==> src/rtl/bvh_traverse_stream.sv <==
// Binary BVH traversal: LIFO node stack, variable-latency node fetch, leaf-range pairs streamed downstream.
// Latency: >=3 cycles per node (FETCH, EVAL, POP), plus one EMIT cycle and any stall when a leaf pair is produced.
// Backpressure: out_valid/out_* hold in EMIT until out_ready; node fetching pauses meanwhile.
module bvh_traverse_stream #(
    parameter int NODE_W      = 16,
    parameter int STACK_DEPTH = 16,
    parameter int PRIM_IDX_W  = 16,
    parameter int PRIM_CNT_W  = 8,
    parameter int CNT_W       = 16
) (
    input  logic                    clk,
    input  logic                    resetn,
    input  logic                    start,
    input  logic                    abort,
    input  logic                    near_first,
    output logic                    node_req,
    output logic [NODE_W-1:0]       node_req_idx,
    input  logic                    node_rsp_valid,
    input  logic [2*NODE_W-1:0]     node_child,
    input  logic                    node_hit,
    input  logic [1:0]              leaf_hit,
    input  logic [2*PRIM_IDX_W-1:0] leaf_start,
    input  logic [2*PRIM_CNT_W-1:0] leaf_num,
    output logic                    out_valid,
    input  logic                    out_ready,
    output logic [2*PRIM_IDX_W-1:0] out_start_prim,
    output logic [2*PRIM_CNT_W-1:0] out_num_prim,
    output logic                    busy,
    output logic                    done,
    output logic                    overflow,
    output logic [CNT_W-1:0]        node_count
);
    localparam int SP_W  = $clog2(STACK_DEPTH + 1);
    localparam int IDX_W = $clog2(STACK_DEPTH);
    localparam logic [SP_W-1:0]       DEPTH_C   = SP_W'(STACK_DEPTH);
    localparam logic [NODE_W-1:0]     NULL_NODE = '1;
    localparam logic [PRIM_IDX_W-1:0] NULL_PRIM = '1;

    typedef enum logic [2:0] {S_IDLE, S_FETCH, S_EVAL, S_EMIT, S_POP, S_DONE} state_t;

    state_t                  state_q, state_d;
    logic [SP_W-1:0]         sp_q, sp_d;
    logic [NODE_W-1:0]       stack_q [STACK_DEPTH];
    logic [NODE_W-1:0]       stack_d [STACK_DEPTH];
    logic [NODE_W-1:0]       req_idx_q, req_idx_d;
    logic                    near_q, near_d;
    logic [2*NODE_W-1:0]     child_q, child_d;
    logic                    nhit_q, nhit_d;
    logic [1:0]              lhit_q, lhit_d;
    logic [2*PRIM_IDX_W-1:0] lstart_q, lstart_d;
    logic [2*PRIM_CNT_W-1:0] lnum_q, lnum_d;
    logic [2*PRIM_IDX_W-1:0] ostart_q, ostart_d;
    logic [2*PRIM_CNT_W-1:0] onum_q, onum_d;
    logic                    ovf_q, ovf_d;
    logic [CNT_W-1:0]        cnt_q, cnt_d;

    logic [NODE_W-1:0] child0, child1, near_c, far_c;
    logic [1:0]        slot_vld;

    assign child0 = child_q[NODE_W-1:0];
    assign child1 = child_q[2*NODE_W-1:NODE_W];
    assign near_c = near_q ? child1 : child0;
    assign far_c  = near_q ? child0 : child1;
    // A slot carries a range only for a real (non-null) leaf that was hit and holds primitives.
    assign slot_vld[0] = nhit_q & lhit_q[0] & child0[NODE_W-1] & (child0 != NULL_NODE)
                         & (lnum_q[PRIM_CNT_W-1:0] != '0);
    assign slot_vld[1] = nhit_q & lhit_q[1] & child1[NODE_W-1] & (child1 != NULL_NODE)
                         & (lnum_q[2*PRIM_CNT_W-1:PRIM_CNT_W] != '0);

    always_ff @(posedge clk or negedge resetn) begin
        if (!resetn) begin
            state_q   <= S_IDLE;
            sp_q      <= '0;
            req_idx_q <= '0;
            near_q    <= 1'b0;
            child_q   <= '0;
            nhit_q    <= 1'b0;
            lhit_q    <= '0;
            lstart_q  <= '0;
            lnum_q    <= '0;
            ostart_q  <= {2{NULL_PRIM}};
            onum_q    <= '0;
            ovf_q     <= 1'b0;
            cnt_q     <= '0;
        end else begin
            state_q   <= state_d;
            sp_q      <= sp_d;
            req_idx_q <= req_idx_d;
            near_q    <= near_d;
            child_q   <= child_d;
            nhit_q    <= nhit_d;
            lhit_q    <= lhit_d;
            lstart_q  <= lstart_d;
            lnum_q    <= lnum_d;
            ostart_q  <= ostart_d;
            onum_q    <= onum_d;
            ovf_q     <= ovf_d;
            cnt_q     <= cnt_d;
        end
    end

    always_ff @(posedge clk) begin
        stack_q <= stack_d;
    end

    always_comb begin
        state_d = state_q;
        if (abort) begin
            state_d = S_IDLE;
        end else begin
            case (state_q)
                S_IDLE, S_DONE: if (start) state_d = S_FETCH;
                S_FETCH:        if (node_rsp_valid) state_d = S_EVAL;
                S_EVAL:         state_d = (|slot_vld) ? S_EMIT : S_POP;
                S_EMIT:         if (out_ready) state_d = S_POP;
                S_POP:          state_d = (sp_q == '0) ? S_DONE : S_FETCH;
                default:        state_d = S_IDLE;
            endcase
        end
    end

    always_comb begin
        sp_d      = sp_q;
        stack_d   = stack_q;
        req_idx_d = req_idx_q;
        near_d    = near_q;
        child_d   = child_q;
        nhit_d    = nhit_q;
        lhit_d    = lhit_q;
        lstart_d  = lstart_q;
        lnum_d    = lnum_q;
        ostart_d  = ostart_q;
        onum_d    = onum_q;
        ovf_d     = ovf_q;
        cnt_d     = cnt_q;
        if (abort) begin
            sp_d = '0;
        end else begin
            case (state_q)
                S_IDLE, S_DONE: begin
                    if (start) begin
                        sp_d      = '0;
                        ovf_d     = 1'b0;
                        cnt_d     = '0;
                        near_d    = near_first;
                        req_idx_d = '0;
                    end
                end
                S_FETCH: begin
                    if (node_rsp_valid) begin
                        child_d  = node_child;
                        nhit_d   = node_hit;
                        lhit_d   = leaf_hit;
                        lstart_d = leaf_start;
                        lnum_d   = leaf_num;
                        cnt_d    = (cnt_q == '1) ? cnt_q : cnt_q + CNT_W'(1);
                    end
                end
                S_EVAL: begin
                    // Far child goes in first so the near child sits on top; the second push sees the updated sp.
                    if (nhit_q && !far_c[NODE_W-1]) begin
                        if (sp_d < DEPTH_C) begin
                            stack_d[sp_d[IDX_W-1:0]] = far_c;
                            sp_d = sp_d + SP_W'(1);
                        end else begin
                            ovf_d = 1'b1;
                        end
                    end
                    if (nhit_q && !near_c[NODE_W-1]) begin
                        if (sp_d < DEPTH_C) begin
                            stack_d[sp_d[IDX_W-1:0]] = near_c;
                            sp_d = sp_d + SP_W'(1);
                        end else begin
                            ovf_d = 1'b1;
                        end
                    end
                    if (|slot_vld) begin
                        ostart_d[PRIM_IDX_W-1:0] = slot_vld[0] ? lstart_q[PRIM_IDX_W-1:0] : NULL_PRIM;
                        ostart_d[2*PRIM_IDX_W-1:PRIM_IDX_W] =
                            slot_vld[1] ? lstart_q[2*PRIM_IDX_W-1:PRIM_IDX_W] : NULL_PRIM;
                        onum_d[PRIM_CNT_W-1:0] = slot_vld[0] ? lnum_q[PRIM_CNT_W-1:0] : '0;
                        onum_d[2*PRIM_CNT_W-1:PRIM_CNT_W] =
                            slot_vld[1] ? lnum_q[2*PRIM_CNT_W-1:PRIM_CNT_W] : '0;
                    end
                end
                S_POP: begin
                    if (sp_q != '0) begin
                        sp_d      = sp_q - SP_W'(1);
                        req_idx_d = stack_q[sp_d[IDX_W-1:0]];
                    end
                end
                default: ;
            endcase
        end
    end

    always_comb begin
        node_req  = (state_q == S_FETCH);
        out_valid = (state_q == S_EMIT);
        busy      = (state_q == S_FETCH) || (state_q == S_EVAL) || (state_q == S_EMIT) || (state_q == S_POP);
        done      = (state_q == S_DONE);
    end

    assign node_req_idx   = req_idx_q;
    assign out_start_prim = ostart_q;
    assign out_num_prim   = onum_q;
    assign overflow       = ovf_q;
    assign node_count     = cnt_q;

endmodule

==> config.mk <==
export PLATFORM = sky130hd
export DESIGN_NAME = bvh_traverse_stream
export DESIGN_NICKNAME = d
export VERILOG_FILES = /design/src/rtl/bvh_traverse_stream.sv
export SDC_FILE = /design/constraint.sdc
export NUM_CORES = 1
export LEC_CHECK = 0
export BUFFER_PORTS_ARGS = -buffer_cell sky130_fd_sc_hd__buf_2
export CAP_MARGIN = 20
export CELL_PAD_IN_SITES_DETAIL_PLACEMENT = 1
export CELL_PAD_IN_SITES_GLOBAL_PLACEMENT = 2
export CORE_ASPECT_RATIO = 1.75
export CORE_UTILIZATION = 40
export CTS_CLUSTER_SIZE = 10
export DETAILED_ROUTE_END_ITERATION = 12
export PLACE_DENSITY = 0.79
export SETUP_SLACK_MARGIN = 0.05
export SYNTH_ARGS = -nofsm -noshare
export SYNTH_HDL_FRONTEND = slang
export SYNTH_SLANG_ARGS = --single-unit
==> constraint.sdc <==
create_clock -name clk -period 11 [get_ports clk]
set_input_delay 1.65 -clock clk [delete_from_list [all_inputs] [get_ports clk]]
set_output_delay 1.65 -clock clk [all_outputs]
set_load 0.01 [all_outputs]
==> results.sh <==
export IMPL_cp_max_fo=36
export IMPL_vdd_ir_drop_max_mv=0.118
export IMPL_grt_usage=0.265
export IMPL_critPathArrivalTime_ns=4.40
export IMPL_placed_cells=2800
export IMPL_vias_per_cell=5.93
export IMPL_startpoint_type="flop"
export IMPL_nets=2186
export IMPL_synthArstFlopShare=0.403
export IMPL_slowest_delay_ns=0.81
export IMPL_route_detailed_drc=0
export IMPL_crit_chain="buf_4 > mux2i_4 > nand3_1 > a221oi_2 > nand2_2 > and3_1"
export IMPL_fin_ws_ns=6.94
export IMPL_power_density_mw_per_mm2=241
export IMPL_maxSlewHeadroom=0.214
export IMPL_ioPinCount=175
export IMPL_layoutNonFillerInstCount=2894
export IMPL_fin_crit_ns=4.06
export IMPL_die_area_sq_mm=0.0585
export IMPL_synthCells=1967
export IMPL_cp_end_kind="flop"
export IMPL_grt_ovfl_total=0
export IMPL_dr_first_iter_drc_count=1154
export IMPL_cts_setup_buffers=0
export IMPL_route_met3_wl_um=4300
export IMPL_fin_util=0.459
export IMPL_clock_root_buffer="clkbuf_16"
export IMPL_yosysTopAreaCellShare=0.334
export IMPL_clock_sinks=429
export IMPL_ys_ff_latch=429
export IMPL_die_w_um=183
export IMPL_place_ws_ns=6.42
export IMPL_max_freq_ghz=0.246
export IMPL_drive_above_1_share=0.245
export IMPL_num_vias=17200
export IMPL_power_leakage_nw=10.9
export IMPL_synth_area_leaders="edfxtp_1 (33%), dfrtp_1 (15%), mux2i_1 (12%), mux4_2 (6.3%), a21oi_1 (5.4%)"
export IMPL_initial_utilization=0.403
export IMPL_setup_viol=0
export IMPL_cts_buffers=49
export IMPL_die_y_um=319
export IMPL_crit_type="reg2reg"
export IMPL_cts_tree="built"
export IMPL_grt_setup_unrepaired="false"
export IMPL_synth_cell_types=67
export IMPL_synth_nets=2063
export IMPL_ctsResizeCount=0
export IMPL_portBuffers=174
export IMPL_rows=116
export IMPL_total_power_mw=6.32
export IMPL_clock_skew_final_ns=0.0195
export IMPL_cts_buffer_depth=3
export IMPL_clock_latency_ns=0.59
export IMPL_hold_class="reg2reg"
export IMPL_hold_buffers=0
export IMPL_fillers=6092
export IMPL_first_pass_iters=7
export IMPL_synth_seq_area_share=0.524
export IMPL_worst_ep_required_time_ns=11.34
export IMPL_grt_pass1_wl_um=116000
export IMPL_wl_met2_um=40700
export IMPL_drt_wl_total_um=76900
export IMPL_hold_viol_final=0
export IMPL_avgRoutedWirePerCell_um=26.6
export IMPL_syn_area_sq_mm=0.0230
export IMPL_n_antenna_cell=0
export IMPL_dp_hpwl_um=48200
export IMPL_path_clk_slew_ns=0.06
export IMPL_grt_pass1_vias=18500
export IMPL_synth_warnings=0
export IMPL_fp_coreArea_sq_mm=0.0570
export IMPL_synth_edf_count=256
export IMPL_place_congestion=0.863
export IMPL_max_cap_viol_count=0
export IMPL_routed_top_layer="met5"
export IMPL_final_antenna_net_count=0
export IMPL_slew_viol_final=0
export IMPL_grt_max_degree=117
export IMPL_m1WireLength_um=27900
export IMPL_outcome="complete, no violations"
export IMPL_syn_area_per_cell_sq_um=11.7
export IMPL_antenna_found_initial=1
export IMPL_htreeDepth=2
export IMPL_area_growth_pct=13.9
export IMPL_yosysTopAreaCell="edfxtp_1"
export IMPL_synthFlopType="edfxtp_1"
export IMPL_tns_ns=0
export IMPL_worst_path_max_delay_cell="mux2i_4"
export IMPL_post_route_period_util=0.369
export IMPL_worst_pin_slew_ns=1.17
-- cell families after synthesis --
| group | synth area share |
|---|---|
| AOI/OAI and AO/OA | 0.103 |
| and+or+nand+nor | 0.104 |
| muxes | 0.225 |
| adders and majority gates | 0.00326 |
| xor gates and xnor gates | 0.00457 |
| buffers and inverters | 0.0357 |
| DFF | 0.524 |
-- power by group --
group,internal (mW),switching [mW],leakage (nW)
combinational,0.917,1.46,5.80
clock,0.866,0.683,0.684
sequential,2.11,0.287,4.42
total,3.89,2.43,10.9
-- synth_stat cells, drive strengths merged, types with 24 or more instances --
cell and instances:
a21oi 248, buf 59, clkbuf 110, dfrtp 141
dfstp 32, edfxtp 256, mux2 85, mux2i 277
mux4 64, nand2 119, nand3 35, nand4 24
nor2 248, o21ai 31, o22a 33
-- metrics by stage --
stage | instance area, sq um | hold WS (ns)
finish | 26200 | 0.483
detailed placement | 24700 | 0.476
floorplan | 23000 | 0.458
global placement | 24700 | 0.464
CTS | 26100 | 0.488
global route | 26200 | 0.498
-- worst max-delay path: cells and delay by family (launching register included) --
kind,cells,cell delay (ns)
muxes,1,0.81
AOI/OAI and AO/OA,1,0.62
DFF,1,0.34
and+or+nand+nor,3,1.50
buffers and inverters,1,0.51
-- worst paths after layout --
path	startpoint	end	slack, ns	cells after the start
worst max-delay path	near_q	stack_q[95]	6.94	6
worst min-delay path	lstart_q[10]	out_start_prim[10]	0.48	1
worst max register to register	near_q	stack_q[95]	6.94	6
min in group asynchronous	resetn	node_count[1]	1.06	1
max in group asynchronous	resetn	sp_q[0]	7.78	3
worst min register to register	lstart_q[10]	out_start_prim[10]	0.48	1
-- per-layer routing --
layer  track usage  vias up
met5             0        -
met4         0.134        2
met3        0.0401      180
met2         0.485      574
met1         0.293     8860
li1              -     7540
-- layout make-up --
cell class	instances	area, sq um	share of cell area
flip-flops and latches	429	12100	0.460
multi-input cells	1352	10300	0.392
clock buffers	86	1420	0.0541
repair buffers	241	1420	0.0541
well taps	767	960	0.0366
inverters	17	71.3	0.00272
clock inverters	2	17.5	0.000668
-- flip-flops by register name (all words and copies together), names as in the netlist --
name            flops
node_req_idx       16
nhit_q              1
out_start_prim     32
sp_q                5
lstart_q           32
child_q            32
state_q             3
near_q              1
lhit_q              2
stack_q           256
lnum_q             16
out_num_prim       16
node_count         16
overflow            1
-- cell usage in the layout (no fill, tap or decap), drive strengths merged, types with 19 or more instances in the layout --
master,count
buf,241
clkbuf,86
o21ai,31
mux2,85
nand4,24
dfstp,32
dfrtp,141
a21oi,248
and3,19
nor2,248
nand3b,19
o22a,33
edfxtp,256
nand3,35
mux2i,277
nand2,119
mux4,64
Note: power is estimated with default switching activity, not from simulation.
